File: src/rtl/uart_pkg.sv
// Shared UART definitions: state encoding and default frame/baud constants,
// common to the transmitter and the future receiver.
package uart_pkg;

   localparam logic [1:0] ST_IDLE  = 2'd0;
   localparam logic [1:0] ST_START = 2'd1;
   localparam logic [1:0] ST_DATA  = 2'd2;
   localparam logic [1:0] ST_STOP  = 2'd3;

   localparam int UART_B       = 8;
   localparam int UART_CLK_DIV = 16;

   typedef enum logic [1:0] {
      IDLE  = ST_IDLE,
      START = ST_START,
      DATA  = ST_DATA,
      STOP  = ST_STOP
   } uart_tx_state_e;

endpackage

File: src/rtl/fifo_uart_tx_if.sv
// FIFO read port plus UART line and status, bundled between the FIFO drain
// logic (master) and the FIFO / pin side (slave).
interface fifo_uart_tx_if
   import uart_pkg::*;
#(
   parameter int B = UART_B
) ();

   logic         empty;
   logic [B-1:0] r_data;
   logic         rd;
   logic         tx;
   logic         busy;
   logic         tx_done_tick;

   modport master (
      input  empty, r_data,
      output rd, tx, busy, tx_done_tick
   );

   modport slave (
      output empty, r_data,
      input  rd, tx, busy, tx_done_tick
   );

endinterface

File: src/rtl/uart_baud_cnt.sv
// Bit-period counter: counts clk cycles within one UART bit and strobes
// bit_end in the last cycle of each bit. Cleared when a new frame is loaded.
module uart_baud_cnt
   import uart_pkg::*;
#(
   parameter int CLK_DIV = UART_CLK_DIV
) (
   input  logic clk,
   input  logic reset,
   input  logic clr,
   input  logic en,
   output logic bit_end
);

   localparam int             TW        = (CLK_DIV > 1) ? $clog2(CLK_DIV) : 1;
   localparam logic [TW-1:0]  LAST_TICK = TW'(CLK_DIV - 1);

   logic [TW-1:0] tick_cnt;

   assign bit_end = en && (tick_cnt == LAST_TICK);

   // Count 0..CLK_DIV-1 while a frame is active, wrap at every bit boundary.
   always_ff @(posedge clk or posedge reset) begin
      if (reset) begin
         tick_cnt <= '0;
      end else if (clr || bit_end) begin
         tick_cnt <= '0;
      end else if (en) begin
         tick_cnt <= tick_cnt + TW'(1);
      end
   end

endmodule

File: src/rtl/fifo_uart_tx.sv
// FIFO-draining 8N1 UART transmitter. Latches the fall-through head word,
// pops it with a one-cycle rd pulse, and sends frames back to back while the
// FIFO holds data.
module fifo_uart_tx
   import uart_pkg::*;
#(
   parameter int B       = UART_B,
   parameter int CLK_DIV = UART_CLK_DIV
) (
   input  logic            clk,
   input  logic            reset,
   fifo_uart_tx_if.master  bus
);

   localparam int            BW       = (B > 1) ? $clog2(B) : 1;
   localparam logic [BW-1:0] LAST_BIT = BW'(B - 1);

   uart_tx_state_e state_q, state_d;
   logic [B-1:0]   shreg_q, shreg_d;
   logic [BW-1:0]  bit_cnt_q, bit_cnt_d;
   logic           tx_q, tx_d;
   logic           rd_q;
   logic           load;
   logic           bit_end;
   logic           cnt_en;

   assign cnt_en = (state_q != IDLE);

   uart_baud_cnt #(
      .CLK_DIV (CLK_DIV)
   ) u_baud (
      .clk     (clk),
      .reset   (reset),
      .clr     (load),
      .en      (cnt_en),
      .bit_end (bit_end)
   );

   // Next-state, shift register and next line level; tx is registered so the
   // line level is computed for the state being entered.
   always_comb begin
      state_d   = state_q;
      shreg_d   = shreg_q;
      bit_cnt_d = bit_cnt_q;
      tx_d      = tx_q;
      load      = 1'b0;
      case (state_q)
         IDLE: begin
            tx_d = 1'b1;
            if (!bus.empty) begin
               load    = 1'b1;
               shreg_d = bus.r_data;
               state_d = START;
               tx_d    = 1'b0;
            end
         end
         START: begin
            if (bit_end) begin
               state_d   = DATA;
               bit_cnt_d = '0;
               tx_d      = shreg_q[0];
            end
         end
         DATA: begin
            if (bit_end) begin
               shreg_d   = shreg_q >> 1;
               bit_cnt_d = bit_cnt_q + BW'(1);
               if (bit_cnt_q == LAST_BIT) begin
                  state_d = STOP;
                  tx_d    = 1'b1;
               end else begin
                  tx_d = shreg_q[1];
               end
            end
         end
         STOP: begin
            if (bit_end) begin
               if (!bus.empty) begin
                  // Next word already waiting: reload with no idle gap.
                  load    = 1'b1;
                  shreg_d = bus.r_data;
                  state_d = START;
                  tx_d    = 1'b0;
               end else begin
                  state_d = IDLE;
                  tx_d    = 1'b1;
               end
            end
         end
         default: begin
            state_d = IDLE;
            tx_d    = 1'b1;
         end
      endcase
   end

   // State, data and registered outputs; reset drops rd and returns the line high at once.
   always_ff @(posedge clk or posedge reset) begin
      if (reset) begin
         state_q   <= IDLE;
         shreg_q   <= '0;
         bit_cnt_q <= '0;
         tx_q      <= 1'b1;
         rd_q      <= 1'b0;
      end else begin
         state_q   <= state_d;
         shreg_q   <= shreg_d;
         bit_cnt_q <= bit_cnt_d;
         tx_q      <= tx_d;
         rd_q      <= load;
      end
   end

   assign bus.rd           = rd_q;
   assign bus.tx           = tx_q;
   assign bus.busy         = (state_q != IDLE);
   assign bus.tx_done_tick = (state_q == STOP) && bit_end;

endmodule

File: src/flat_wrapper.sv
// flat-port wrapper written by rule: the top's interface ports become plain ports
module fifo_uart_tx_flat import uart_pkg::*;
#(
   parameter int B       = UART_B,
   parameter int CLK_DIV = UART_CLK_DIV
)
  (clk, reset, bus_empty, bus_r_data, bus_rd, bus_tx, bus_busy, bus_tx_done_tick);
  fifo_uart_tx_if #(.B(B)) bus_i ();
  input  logic clk;
  input  logic reset;
  input wire logic [$bits(bus_i.empty)-1:0] bus_empty;
  input wire logic [$bits(bus_i.r_data)-1:0] bus_r_data;
  output wire logic [$bits(bus_i.rd)-1:0] bus_rd;
  output wire logic [$bits(bus_i.tx)-1:0] bus_tx;
  output wire logic [$bits(bus_i.busy)-1:0] bus_busy;
  output wire logic [$bits(bus_i.tx_done_tick)-1:0] bus_tx_done_tick;
  assign bus_i.empty = bus_empty;
  assign bus_i.r_data = bus_r_data;
  assign bus_rd = bus_i.rd;
  assign bus_tx = bus_i.tx;
  assign bus_busy = bus_i.busy;
  assign bus_tx_done_tick = bus_i.tx_done_tick;
  fifo_uart_tx #(.B(B), .CLK_DIV(CLK_DIV)) u_core (.clk(clk), .reset(reset), .bus(bus_i));
endmodule
File: config.mk
export PLATFORM = sky130hd
export DESIGN_NAME = fifo_uart_tx_flat
export DESIGN_NICKNAME = d
export VERILOG_FILES = /design/src/rtl/uart_pkg.sv /design/src/rtl/fifo_uart_tx_if.sv /design/src/rtl/uart_baud_cnt.sv /design/src/rtl/fifo_uart_tx.sv /design/src/flat_wrapper.sv
export SDC_FILE = /design/constraint.sdc
export NUM_CORES = 1
export LEC_CHECK = 0
export ABC_AREA = 1
export CAP_MARGIN = 15
export CORE_MARGIN = 2
export CORE_UTILIZATION = 53
export DETAILED_ROUTE_END_ITERATION = 10
export GPL_TIMING_DRIVEN = 0
export HOLD_SLACK_MARGIN = 0.03
export PLACE_DENSITY = 0.77
export SLEW_MARGIN = 25
export SYNTH_ARGS = -nofsm -noshare
export SYNTH_HDL_FRONTEND = slang
export SYNTH_HIERARCHICAL = 1
export SYNTH_SLANG_ARGS = --single-unit
File: constraint.sdc
create_clock -name clk -period 2.25 [get_ports clk]
set_input_delay 0.5625 -clock clk [delete_from_list [all_inputs] [get_ports clk]]
set_output_delay 0.5625 -clock clk [all_outputs]
set_load 0.01 [all_outputs]
---- Word level (Yosys, flattened, before mapping) ----
Index checks and enable logic that the tools add are counted.
word-level totals
  flip-flop bits (word level) ............. 19
  input port bits ......................... 11
  output and inout bits ................... 4
  word-level logic and storage cells ...... 55
cells by class
  add/subtract/negate cells ............... 2
  equality and inequality tests ........... 10
  multiplexer cells ....................... 25
  reduce and logical (&&, ||, !) cells .... 12
operator list
  operator             number
  $mux 8               3
  $pmux 8 s3           1
  $mux 2               5
  $reduce_and 3->1     3
  $mux 1               8
  $mux 4               2
  $ne 2x1->1 const B   4
  $pmux 2 s4           1
  $mux 3               2
  $pmux 3 s2           1
  $reduce_bool 2->1    3
  $reduce_and 5->1     1
  $add 4x1->4 const B  1
  $eq 2x2->1 const B   2
  $eq 4x4->1 const B   1
  $pmux 1 s4           1
  $add 3x1->3 const B  1
  $eq 3x3->1 const B   1
  $reduce_bool 3->1    1
  $eq 2x1->1 const B   1
  $logic_and 1x1->1    2
  $logic_not 2->1      1
  $ne 2x2->1 const B   1
  $pmux 1 s2           1
  $logic_or 1x1->1     1

---- Logic depth before layout (Yosys ltp) ----
  depth in word-level cells ............... 6
  mapped depth ............................ 14

---- By module ----
The synthesis kept the hierarchy.
modules (own cells, without submodules)
  module         times used  cells each  area an instance (um2)  sequential area each (um2)
  fifo_uart_tx   1           123         919.6                   376.6
  uart_baud_cnt  1           29          224.0                   100.1

---- Least setup slack after synthesis ----
Ideal clock, no wire load.
  path type ............................... register -> register
  from .................................... reg u_core.state_q[0]
  to ...................................... reg u_core.u_baud.tick_cnt[3]
  library setup time ...................... 119 ps
  data arrival time ....................... 1745 ps
  slack ................................... 386 ps
  cell stages (with the launch flop) ...... 15
  path buffers ............................ 0
  cell sequence ........................... dfrtp_1 -> inv_1 -> ha_1 -> inv_1 -> nand2_1 -> nor2_2 -> nand2_1 -> inv_1 -> o21bai_1 -> inv_1 -> inv_1 -> nand2_2 -> nand3_1 -> nand2_1 -> nor2_1
on the way
  word-level cells in the longest chain between the ends .. 6
RTL lines
  what                                         RTL line             source
  start, declared                              fifo_uart_tx.sv:18   uart_tx_state_e state_q, state_d;
  start signal, assigned                       fifo_uart_tx.sv:106  state_q <= state_d;
  $reduce_bool 2->1 (*)                        --
  via bus_busy                                 flat_wrapper.sv:15   output wire logic [$bits(bus_i.busy)-1:0] bus_busy;
  $logic_and 1x1->1 (*)                        uart_baud_cnt.sv:20  assign bit_end = en && (tick_cnt == LAST_TICK);
  via u_core.bit_end                           fifo_uart_tx.sv:24   logic bit_end;
  $mux 1 (*)                                   fifo_uart_tx.sv:77   if (bit_end) begin
  $pmux 1 s2 (*)                               fifo_uart_tx.sv:47   case (state_q)
  via u_core.load                              fifo_uart_tx.sv:23   logic load;
  $logic_or 1x1->1 (*)                         uart_baud_cnt.sv:26  end else if (clr || bit_end) begin
  $mux 4 or $reduce_bool 2->1 (tied branches)  --
  end signal, assigned                         uart_baud_cnt.sv:29  tick_cnt <= tick_cnt + TW'(1);
  end, declared                                uart_baud_cnt.sv:18  logic [TW-1:0] tick_cnt;
Mark *: on every way through the listed nets, which the timed path passes. The rest lies on a longest branch.
A chain may end at the register's enable or synchronous reset.

---- Worst setup path after layout ----
  from .................................... reg u_core.state_q[0]
  to ...................................... out bus_busy
on the way
  word-level cells in the longest chain between the ends .. 1
RTL lines
  what               RTL line             source
  $reduce_bool 2->1  fifo_uart_tx.sv:116  assign bus.busy = (state_q != IDLE);
  end, declared      flat_wrapper.sv:15
No other way between the ends.

==> metrics.md <==
| Metric | Value |
|---|---|
| Placed cell area | 0.00132 mm² |
| Pins over their slew limit | 0 |
| Top delay family on crit path | buffers and inverters |
| Mean post-synth cell area | 7.52 µm² |
| First-pass GRT wire length | 4000 µm |
| Final wirelength | 2290 µm |
| Fin crit period | 2.15 ns |
| CP Data Required Time | between 1.5 and 2 ns |
| DRT antenna net count | 0 |
| Iter 0 DRT Violations | 24 |
| Crit path launch type | register |
| CTS tree | yes |
| Sequential-to-total area share from yosys stat | 0.417 |
| Antenna violations before repair | 0 |
| Global placement routability congestion | ~0.9 |
| Clk root buf | clkbuf_4 |
| Yosys cell types | 20 |
| Worst Tran Pin Value | 0.575 ns |
| WL per Instance | 11.4 µm |
| # nets final | 194 |
| Hold Crit Class | input port to asynchronous set/reset pin |
| Max-cap violations | 0 |
| Relative slew slack | 0.616 |
| Pleak | 0.758 nW |
| # diodes | 0 |
| Synthesized area | 0.00114 mm² |
| Total CTS buffers | 3 |
| Starting density of the core | 0.571 |
| Setup Skew | 0.00272 ns |
| Insertion delay to the later sink of the worst-skew pair | 0.29 ns |
| H-tree depth | 1 |
| GR Util All Layers | 0.205 |
| Max incr delay on CP | between 0.5 and 0.6 ns |
| Synthesized Nets | 172 |
| Worst Path Buf+Inv | 3 |
| DRT Pass-1 Iters | 6 |
| Largest net degree at the start of global routing | 16 |
| CP cell instances | inv_1 > ha_2 > inv_2 > clkdlybuf4s50_1 |
| Status | finished, final reports clean |
| Final hold viol count | 0 |
| Layout cell share with drive strength beyond 1 | 0.110 |
| Critical path's slowest cell | clkdlybuf4s50_1 |
| # IOs | 15 |
| Clock Path Buffers | 2 |
| FMAX | 464 MHz |
| Setup-failing EPs final | 0 |
| Area Overhead vs Synth | 19.7% |
| Peak VDD IR | 0.806 mV |
| CP endpoint kind | output pin |
| Die Height | 50.5 µm |
| Post-Synthesis Cells | approximately 150 |
| # DRC | 0 |
| Vias in the first global route | 1,002 |
| Seq cells post-synth | 19 |
| CP arrival | 1.59 ns |
| Clk sink count | 19 |
| Row count | 16 |
| Synth warn | 6 |
| Setup CP Type | register to output pin |
| Die W | 50.5 µm |
| Power Density | 1280 mW/mm² |
| Total congestion overflow | 0 |
| DR vias | roughly 1,000 |
| Die area | 0.00255 mm² |
| Non-Filler Instances | 200 |
| Fillcell total | 166 |
| Design Area, Final | 0.00137 mm² |
| Clk slew on worst S/H paths | 0.10 ns |
| I/O Buffers | 14 |
| Placed cell count | 193 |
| Final Cycle Share | 0.957 |
| Critical Path Fanout Max | 5 |
| RSZ-0062 raised after global routing | false |
| Vias per cell | 4.99 |
| Core ar. | 0.00200 mm² |
| Detailed placement HPWL | 1720 µm |
[through the flow]
step                       util  TNS [ns]  hold WS [ns]  setup slack [ns]  power, mW
after global routing      0.684         0         0.493            0.0114       1.92
after floorplan               -         0         0.329             0.386       1.29
after CTS                 0.685         0         0.483            0.0209       1.75
after global placement    0.658    -0.201         0.453            -0.201       1.50
after detailed placement  0.658    -0.215         0.464            -0.215       1.54
final                     0.684         0         0.483            0.0964       1.75
[what timing repair did]
action | 4_1_cts | 5_1_grt
hold buffers | 0 | 0
gates cloned | 0 | 0
pin swaps | 1 | 0
buffers inserted | 3 | 0
endpoints found under the setup margin | 2 | 2
endpoints found under the hold margin | 0 | 0
resized for setup | 4 | 2
[power breakdown]
group	internal (mW)	switching, mW	total [mW]
clock network	0.0688	0.100	0.169
registers	0.495	0.0862	0.581
logic	0.386	0.610	0.996
total	0.949	0.797	1.75
[flip-flops by register name, indices dropped and copies added, names as in the netlist]
register and cells:
u_core/shreg_q 8, u_core/u_baud/tick_cnt 4, u_core/bit_cnt_q 3, u_core/state_q 2
u_core/bus.rd 1, u_core/bus.tx 1
[area by class of cell]
| type | count | area [µm²] | area share |
|---|---|---|---|
| multi-input cells | 111 | 583 | 0.426 |
| flip-flops and latches | 19 | 477 | 0.348 |
| repair buffers | 17 | 158 | 0.115 |
| inverters | 20 | 75.1 | 0.0548 |
| well taps | 27 | 33.8 | 0.0247 |
| clock buffers | 4 | 26.3 | 0.0192 |
| plain buffers | 2 | 16.3 | 0.0119 |
[cell usage after synthesis]
cell | number | share of area
nand2_1 | 58 | 0.19
inv_1 | 19 | 0.062
dfrtp_1 | 18 | 0.39
nand3_1 | 18 | 0.079
ha_1 | 9 | 0.098
a21oi_1 | 6 | 0.026
nor2_1 | 6 | 0.020
o21ai_0 | 4 | 0.018
nand4_1 | 2 | 0.011
nor2_2 | 2 | 0.011
a21oi_4 | 1 | 0.014
buf_2 | 1 | 0.0044
buf_6 | 1 | 0.0098
dfstp_2 | 1 | 0.023
inv_2 | 1 | 0.0033
nand2_2 | 1 | 0.0055
nand2_4 | 1 | 0.0098
nand3b_1 | 1 | 0.0066
o21ai_2 | 1 | 0.0077
o21bai_1 | 1 | 0.0066
[logic make-up (layout without fill, tap and decap cells)]
group | Yosys count | in the layout | synth area share
flops | 19 | 19 | 0.417
fa+ha+maj | 9 | 9 | 0.0985
buf+inv | 22 | 43 | 0.0799
simple gates | 89 | 89 | 0.333
compound gates | 13 | 13 | 0.0722
[worst reg2reg max path: cells and delay by family (launching register included)]
kind            cells  cell delay [ns]
compound gates      2             0.26
simple gates        5             0.37
fa+ha+maj           1             0.22
buf+inv             5             0.45
flops               1             0.40
[placed cells by master (no fill, tap or decap)]
cell / instances
buf_4: 3
dfrtp_1: 18
clkdlybuf4s50_1: 13
clkbuf_2: 1
nor2_1: 6
clkbuf_1: 1
buf_6: 1
ha_1: 8
a21oi_4: 1
nor2_4: 1
buf_2: 1
nand2_4: 1
a21oi_1: 6
clkbuf_4: 3
nand2_1: 58
nand4_1: 2
dfstp_2: 1
o21bai_1: 1
inv_1: 18
nand3_1: 18
nor2_2: 1
o21ai_2: 1
nand3b_1: 1
o21ai_0: 4
inv_2: 2
ha_2: 1
nand2_2: 1
[path summary, 6_finish.rpt]
kind	depth (start not counted)	startpoint	slack [ns]	to
max in group asynchronous	2	reset	1.22	u_core/bus.tx$_DFFE_PP1P_
worst min-delay path	2	reset	0.48	u_core/u_baud/tick_cnt[0]$_DFFE_PP0P_
worst max-delay path	4	u_core/state_q[0]$_DFFE_PP0P_	0.1	bus_busy
worst max register to register	13	u_core/state_q[0]$_DFFE_PP0P_	0.45	u_core/u_baud/tick_cnt[3]$_DFFE_PP0P_
worst min register to register	2	u_core/shreg_q[0]$_DFFE_PP0P_	0.48	u_core/shreg_q[0]$_DFFE_PP0P_
min in group clk	2	u_core/shreg_q[0]$_DFFE_PP0P_	0.48	u_core/shreg_q[0]$_DFFE_PP0P_
[layer usage]
metal | global-route usage | share of wire | up-vias
met5 | 0 | 0 | -
met4 | 0.0721 | 0.0053 | 0
met2 | 0.355 | 0.50 | 13
met3 | 0.0298 | 0.031 | 2
li1 | - | - | 520
met1 | 0.260 | 0.46 | 463
(Power assumes the default switching activity.)
